--- src/rtl/riscv_fetch_unit_if.sv ---
// -----------------------------------------------------------------------------
// riscv_fetch_unit_if
// Bundles every handshake of the fetch stage:
//   imem_req_*  : fetch requests to instruction memory (valid/ready)
//   imem_rsp_*  : in-order instruction words returned by memory
//   redirect_*  : PC change requested by the core
//   inst_*      : PC-tagged instruction words delivered to the core (valid/ready)
// master = the fetch unit, slave = the surrounding memory + core.
// -----------------------------------------------------------------------------
interface riscv_fetch_unit_if #(
  parameter int ADDR_W = 32
);
  logic              imem_req_valid;
  logic [ADDR_W-1:0] imem_req_addr;
  logic              imem_req_ready;
  logic              imem_rsp_valid;
  logic [31:0]       imem_rsp_data;
  logic              redirect_valid;
  logic [ADDR_W-1:0] redirect_pc;
  logic              inst_valid;
  logic [31:0]       inst_data;
  logic [ADDR_W-1:0] inst_pc;
  logic              inst_ready;

  modport master (
    output imem_req_valid, imem_req_addr,
    input  imem_req_ready,
    input  imem_rsp_valid, imem_rsp_data,
    input  redirect_valid, redirect_pc,
    output inst_valid, inst_data, inst_pc,
    input  inst_ready
  );

  modport slave (
    input  imem_req_valid, imem_req_addr,
    output imem_req_ready,
    output imem_rsp_valid, imem_rsp_data,
    output redirect_valid, redirect_pc,
    input  inst_valid, inst_data, inst_pc,
    output inst_ready
  );
endinterface

--- src/rtl/riscv_fetch_unit.sv ---
// -----------------------------------------------------------------------------
// riscv_fetch_unit
// Instruction fetch stage. Issues sequential word-aligned fetch addresses to
// instruction memory while credits remain (FIFO occupancy + in-flight requests
// < DEPTH), buffers in-order responses tagged with their PC in a DEPTH-entry
// FIFO, and hands them to the core. A redirect clears the FIFO, restarts
// fetch at the (word-aligned) target and squashes responses still in flight.
// Ports:
//   clk  : rising-edge clock
//   rst  : asynchronous active-high reset
//   bus  : riscv_fetch_unit_if.master (imem request/response, redirect,
//          instruction delivery). Interface ADDR_W must match ADDR_W here.
// -----------------------------------------------------------------------------
module riscv_fetch_unit #(
  parameter int                ADDR_W   = 32,
  parameter int                DEPTH    = 4,
  parameter logic [ADDR_W-1:0] RESET_PC = {ADDR_W{1'b0}}
) (
  input  logic               clk,
  input  logic               rst,
  riscv_fetch_unit_if.master bus
);
  localparam int                PTR_W    = $clog2(DEPTH);
  localparam int                CNT_W    = PTR_W + 1;
  localparam logic [CNT_W:0]    LIMIT    = (CNT_W + 1)'(DEPTH);
  localparam logic [CNT_W-1:0]  ZERO_CNT = {CNT_W{1'b0}};
  localparam logic [ADDR_W-1:0] PC_STEP  = ADDR_W'(32'd4);

  // Architectural state
  logic [ADDR_W-1:0] fetch_pc_r, rsp_pc_r;
  logic [CNT_W-1:0]  count_r, outstanding_r, squash_r;
  logic [PTR_W-1:0]  wr_ptr_r, rd_ptr_r;
  logic [31:0]       mem_data_r [DEPTH];
  logic [ADDR_W-1:0] mem_pc_r   [DEPTH];

  // Next-state values
  logic [ADDR_W-1:0] fetch_pc_s, rsp_pc_s;
  logic [CNT_W-1:0]  count_s, outstanding_s, squash_s;
  logic [PTR_W-1:0]  wr_ptr_s, rd_ptr_s;

  logic              req_fire_s, push_s, pop_s, credit_s, head_valid_s;
  logic [ADDR_W-1:0] redirect_pc_s;
  logic              unused_s;

  // Low address bits of the redirect target are ignored by design.
  assign unused_s      = ^bus.redirect_pc[1:0];
  assign redirect_pc_s = {bus.redirect_pc[ADDR_W-1:2], 2'b00};

  // Squashed requests still hold credits until their responses return.
  assign credit_s   = ({1'b0, count_r} + {1'b0, outstanding_r}) < LIMIT;
  assign bus.imem_req_valid = !rst && !bus.redirect_valid && credit_s;
  assign bus.imem_req_addr  = fetch_pc_r;
  assign req_fire_s = bus.imem_req_valid && bus.imem_req_ready;

  // Only live responses enter the FIFO; credits guarantee it is never full here.
  assign push_s = bus.imem_rsp_valid && (squash_r == ZERO_CNT) && !bus.redirect_valid;

  // The empty FIFO shows fixed idle values so outputs are defined right after reset.
  assign head_valid_s   = (count_r != ZERO_CNT);
  assign bus.inst_valid = head_valid_s && !bus.redirect_valid;
  assign bus.inst_data  = head_valid_s ? mem_data_r[rd_ptr_r] : 32'h0000_0000;
  assign bus.inst_pc    = head_valid_s ? mem_pc_r[rd_ptr_r] : RESET_PC;
  assign pop_s          = bus.inst_valid && bus.inst_ready;

  // Next-state logic: redirect overrides request, response and pop activity.
  always_comb begin
    fetch_pc_s    = fetch_pc_r;
    rsp_pc_s      = rsp_pc_r;
    count_s       = count_r;
    outstanding_s = outstanding_r;
    squash_s      = squash_r;
    wr_ptr_s      = wr_ptr_r;
    rd_ptr_s      = rd_ptr_r;
    if (bus.redirect_valid) begin
      fetch_pc_s    = redirect_pc_s;
      rsp_pc_s      = redirect_pc_s;
      count_s       = ZERO_CNT;
      wr_ptr_s      = {PTR_W{1'b0}};
      rd_ptr_s      = {PTR_W{1'b0}};
      // A response arriving this very cycle retires one in-flight request.
      squash_s      = outstanding_r - CNT_W'(bus.imem_rsp_valid);
      outstanding_s = outstanding_r - CNT_W'(bus.imem_rsp_valid);
    end else begin
      if (req_fire_s) begin
        fetch_pc_s = fetch_pc_r + PC_STEP;
      end else begin
        fetch_pc_s = fetch_pc_r;
      end
      outstanding_s = outstanding_r + CNT_W'(req_fire_s) - CNT_W'(bus.imem_rsp_valid);
      if (bus.imem_rsp_valid && (squash_r != ZERO_CNT)) begin
        squash_s = squash_r - CNT_W'(1'b1);
      end else begin
        squash_s = squash_r;
      end
      if (push_s) begin
        rsp_pc_s = rsp_pc_r + PC_STEP;
        wr_ptr_s = wr_ptr_r + PTR_W'(1'b1);
      end else begin
        rsp_pc_s = rsp_pc_r;
        wr_ptr_s = wr_ptr_r;
      end
      if (pop_s) begin
        rd_ptr_s = rd_ptr_r + PTR_W'(1'b1);
      end else begin
        rd_ptr_s = rd_ptr_r;
      end
      count_s = count_r + CNT_W'(push_s) - CNT_W'(pop_s);
    end
  end

  // Control state registers with asynchronous reset.
  always_ff @(posedge clk or posedge rst) begin
    if (rst) begin
      fetch_pc_r    <= RESET_PC;
      rsp_pc_r      <= RESET_PC;
      count_r       <= ZERO_CNT;
      outstanding_r <= ZERO_CNT;
      squash_r      <= ZERO_CNT;
      wr_ptr_r      <= {PTR_W{1'b0}};
      rd_ptr_r      <= {PTR_W{1'b0}};
    end else begin
      fetch_pc_r    <= fetch_pc_s;
      rsp_pc_r      <= rsp_pc_s;
      count_r       <= count_s;
      outstanding_r <= outstanding_s;
      squash_r      <= squash_s;
      wr_ptr_r      <= wr_ptr_s;
      rd_ptr_r      <= rd_ptr_s;
    end
  end

  // FIFO storage; contents are only observed through an occupied head.
  always_ff @(posedge clk) begin
    if (push_s) begin
      mem_data_r[wr_ptr_r] <= bus.imem_rsp_data;
      mem_pc_r[wr_ptr_r]   <= rsp_pc_r;
    end
  end
endmodule

--- src/flat_wrapper.sv ---
// flat-port wrapper written by rule: the top's interface ports become plain ports
module riscv_fetch_unit_flat 
#(
  parameter int                ADDR_W   = 32,
  parameter int                DEPTH    = 4,
  parameter logic [ADDR_W-1:0] RESET_PC = {ADDR_W{1'b0}}
)
  (clk, rst, bus_imem_req_valid, bus_imem_req_addr, bus_imem_req_ready, bus_imem_rsp_valid, bus_imem_rsp_data, bus_redirect_valid, bus_redirect_pc, bus_inst_valid, bus_inst_data, bus_inst_pc, bus_inst_ready);
  riscv_fetch_unit_if #(.ADDR_W(ADDR_W)) bus_i ();
  input  logic clk;
  input  logic rst;
  output wire logic [$bits(bus_i.imem_req_valid)-1:0] bus_imem_req_valid;
  output wire logic [$bits(bus_i.imem_req_addr)-1:0] bus_imem_req_addr;
  input wire logic [$bits(bus_i.imem_req_ready)-1:0] bus_imem_req_ready;
  input wire logic [$bits(bus_i.imem_rsp_valid)-1:0] bus_imem_rsp_valid;
  input wire logic [$bits(bus_i.imem_rsp_data)-1:0] bus_imem_rsp_data;
  input wire logic [$bits(bus_i.redirect_valid)-1:0] bus_redirect_valid;
  input wire logic [$bits(bus_i.redirect_pc)-1:0] bus_redirect_pc;
  output wire logic [$bits(bus_i.inst_valid)-1:0] bus_inst_valid;
  output wire logic [$bits(bus_i.inst_data)-1:0] bus_inst_data;
  output wire logic [$bits(bus_i.inst_pc)-1:0] bus_inst_pc;
  input wire logic [$bits(bus_i.inst_ready)-1:0] bus_inst_ready;
  assign bus_imem_req_valid = bus_i.imem_req_valid;
  assign bus_imem_req_addr = bus_i.imem_req_addr;
  assign bus_i.imem_req_ready = bus_imem_req_ready;
  assign bus_i.imem_rsp_valid = bus_imem_rsp_valid;
  assign bus_i.imem_rsp_data = bus_imem_rsp_data;
  assign bus_i.redirect_valid = bus_redirect_valid;
  assign bus_i.redirect_pc = bus_redirect_pc;
  assign bus_inst_valid = bus_i.inst_valid;
  assign bus_inst_data = bus_i.inst_data;
  assign bus_inst_pc = bus_i.inst_pc;
  assign bus_i.inst_ready = bus_inst_ready;
  riscv_fetch_unit #(.ADDR_W(ADDR_W), .DEPTH(DEPTH), .RESET_PC(RESET_PC)) u_core (.clk(clk), .rst(rst), .bus(bus_i));
endmodule
--- config.mk ---
export PLATFORM = sky130hd
export DESIGN_NAME = riscv_fetch_unit_flat
export DESIGN_NICKNAME = d
export VERILOG_FILES = /design/src/rtl/riscv_fetch_unit_if.sv /design/src/rtl/riscv_fetch_unit.sv /design/src/flat_wrapper.sv
export SDC_FILE = /design/constraint.sdc
export NUM_CORES = 1
export LEC_CHECK = 0
export BUFFER_PORTS_ARGS = -buffer_cell sky130_fd_sc_hd__buf_2
export CAP_MARGIN = 40
export CORE_UTILIZATION = 62
export CTS_BUF_LIST = sky130_fd_sc_hd__clkbuf_4
export DETAILED_ROUTE_END_ITERATION = 10
export PLACE_DENSITY_LB_ADDON = 0.08
export SLEW_MARGIN = 15
export SYNTH_ARGS = -nofsm -noshare
export SYNTH_HDL_FRONTEND = slang
export SYNTH_SLANG_ARGS = --single-unit
--- constraint.sdc ---
create_clock -name clk -period 4.4 [get_ports clk]
set_input_delay 0.88 -clock clk [delete_from_list [all_inputs] [get_ports clk]]
set_output_delay 0.88 -clock clk [all_outputs]
set_load 0.02 [all_outputs]
==> out/qor.csv <==
metric,value,unit
vias in the first global route,9080,
Yosys top cell area share,52.9,%
gp weighted congestion,0.834,
dpl hpwl,19200,µm
initial core utilization,64.0,%
Setup TNS,0,ns
slew margin rel.,55.1,%
post-DR wirelength/cell,20.1,µm
Gate Count Post-Synth,940,
status,"complete, but fails checks",
Synth top cells by count,"edfxtp_1, dfrtp_1, and2_1, mux4_2, nor2_1",
initial antenna violation count,1,
placed instance area,15200,µm²
Buffers on Ports,161,
CTS Root Cell,clkbuf_4,
fin crit share,82.3,%
postcts setup bufs,0,
CTS resizes,0,
Cell Pwr Density,512,nW/µm²
RSZ-0062 raised after global routing,false,
Final Skew,0.0238,ns
Iteration-0 DRC Markers,681,
Netlist Area Pre-Place,14100,µm²
Fillers,1456,
# nets final,1234,
largest net degree at the start of global routing,58,
CTS Buffer Depth,3,
final setup fails,0,
GRT Total Usage,26.7,%
fin area,16300,µm²
Sink Count,321,
Final Hold Viols,0,
Synth area leader,edfxtp_1,
DP Cell Count,1343,
ys async rst share,22.7,%
fraction of layout instances using a drive strength above 1,32.5,%
Avg Vias per Cell,6.10,
"Req. time, crit path",3.52,ns
CTS tree,yes,
Die ar.,23300,µm²
top post-synthesis cells by area,"edfxtp_1, dfrtp_1, mux4_2",
"count leader, synth",edfxtp_1,
Slew @ Worst Pin,0.671,ns
DRC viols,10,
Inserted Clock Buffers,81,
core box area,22000,µm²
leakage,0.00599,µW
Rows,54,
final worst path period need,3.62,ns
routed wire length,29800,µm
Final Max Slew Viols,0,
Post-synth EDFFs,248,
htree depth,3,
worst min-delay path class,in2async,
multi-input gate area in the final layout,4460,µm²
"FF+latch count, synth",321,
clk_lat worst skew,0.68,ns
Die Wd,153,µm
final std cells w/o fill,1487,
Die H,153,µm
Critical Path Start Type,flop,
Vias,9067,
antenna-violating nets left,0,
failing checks,design-rule violations,
post-synth cell types,65,
top_reg_cell synth,edfxtp_1,
Syn Area/Cell,15.0,µm²
f_max,276,MHz
Peak supply drop,0.000302,V
MaxCap Viol Count,0,
Overall Power,8320,µW
DRT Pass-1 Iters,11,
CP arrival,2.74,ns
global-route wire length before repair,48000,µm
Worst setup EP type,primary output,
# hold bufs at CTS,0,
I/O pins,168,
Layout area overhead,15.4,%
Clock Pin Slew Worst Setup and Hold Paths,0.07,ns
worst-path fanout max,32,
Reg area,9280,µm²
kind of critical path,reg2out,
grt ovf,0,
Synth Warn #,0,
sequential share of the synthesized area,65.8,%
[worst max-delay path: stages, from the launching register on]
cell and delay, ns:
dfrtp_4 0.86, buf_4 0.36, mux4_2 0.53, and2_1 0.16, buf_2 0.15
[per-layer routing]
layer	up-vias	routed length [µm]	GRT usage, %	part of all wire (%)
met4	0	377	9.72	1.3
met1	4508	12500	36.9	42
li1	4123	-	-	-
met5	-	0	0	0
met2	402	14700	42.9	49
met3	34	2190	5.12	7.3
[stage by stage]
| step | setup slack (ns) | utilization [%] | hold slack (ns) |
|---|---|---|---|
| 2_1_floorplan | 1.05 | - | 0.475 |
| 3_3_place_gp | 1.41 | 69.1 | 0.508 |
| 3_5_place_dp | 1.40 | 69.2 | 0.516 |
| 4_1_cts | 0.681 | 73.8 | 0.119 |
| 5_1_grt | 0.624 | 73.8 | 0.156 |
| 6_report | 0.777 | 73.8 | 0.152 |
[sequential cells by signal (all words and copies together) (netlist names)]
signal	flops
u_core.mem_data_r	128
u_core.mem_pc_r	120
u_core.squash_r	3
u_core.count_r	3
u_core.rsp_pc_r	30
u_core.outstanding_r	3
u_core.bus.imem_req_addr	30
u_core.wr_ptr_r	2
u_core.rd_ptr_r	2
[placed cells by master, fill, tap and decap left out, types with 12 or more instances in the layout]
cell type / Yosys / routed
and2_1: 64 / 64
o31ai_1: 12 / 12
a31oi_1: 17 / 17
inv_1: 19 / 18
dfrtp_1: 73 / 71
or4_1: 16 / 16
ha_1: 16 / 16
nand3_1: 30 / 30
buf_2: 12 / 161
nand2_1: 52 / 52
clkinv_1: 1 / 14
nor2_1: 59 / 59
clkbuf_4: 0 / 121
edfxtp_1: 248 / 248
nand4_1: 20 / 20
nor4_1: 18 / 18
mux4_2: 62 / 62
a211oi_1: 12 / 12
o21ai_0: 17 / 17
xor2_1: 13 / 13
[worst paths after layout]
kind / from / endpoint / slack, ns / cells after the start
setup reg to reg: u_core.count_r[1]$_DFF_PP0_ / u_core.count_r[2]$_DFF_PP0_ / 1.59 / 10
min in group clk: bus_imem_rsp_data[6] / u_core.mem_data_r[1][6]$_DFFE_PP_ / 0.41 / 1
setup / recovery: u_core.rd_ptr_r[0]$_DFFE_PP0P_ / bus_inst_data[29] / 0.78 / 4
hold / removal: rst / u_core.outstanding_r[0]$_DFF_PP0_ / 0.15 / 2
hold reg to reg: u_core.outstanding_r[2]$_DFF_PP0_ / u_core.outstanding_r[2]$_DFF_PP0_ / 0.52 / 1
max in group asynchronous: rst / u_core.bus.imem_req_addr[16]$_DFFE_PP0P_ / 3.41 / 4
[where the power goes]
| part | internal [µW] | switching [µW] |
|---|---|---|
| clock | 1320 | 1140 |
| combinational | 930 | 1200 |
| sequential | 3470 | 270 |
| total | 5720 | 2600 |
[cells by family after synthesis]
kind of cell	after synthesis	synth area share, %
AO/OA/AOI/OAI	107	5.54
XOR/XNOR	19	1.18
adder cells (fa/ha/maj)	18	1.70
buffers and inverters	81	2.68
flip-flops	321	65.8
multiplexers	65	10.1
other	1	0.0266
AND/OR/NAND/NOR	328	12.9
[cell type report]
class                      count  area share [%]
clock buffer                 121            5.58
multi-input combinational    541            27.4
inverter                      21           0.485
antenna                        1          0.0154
tap                          280            2.15
timing repair buffer         180            6.60
sequential                   321            57.0
clock inverter                22           0.715
(Power assumes the default switching activity.)
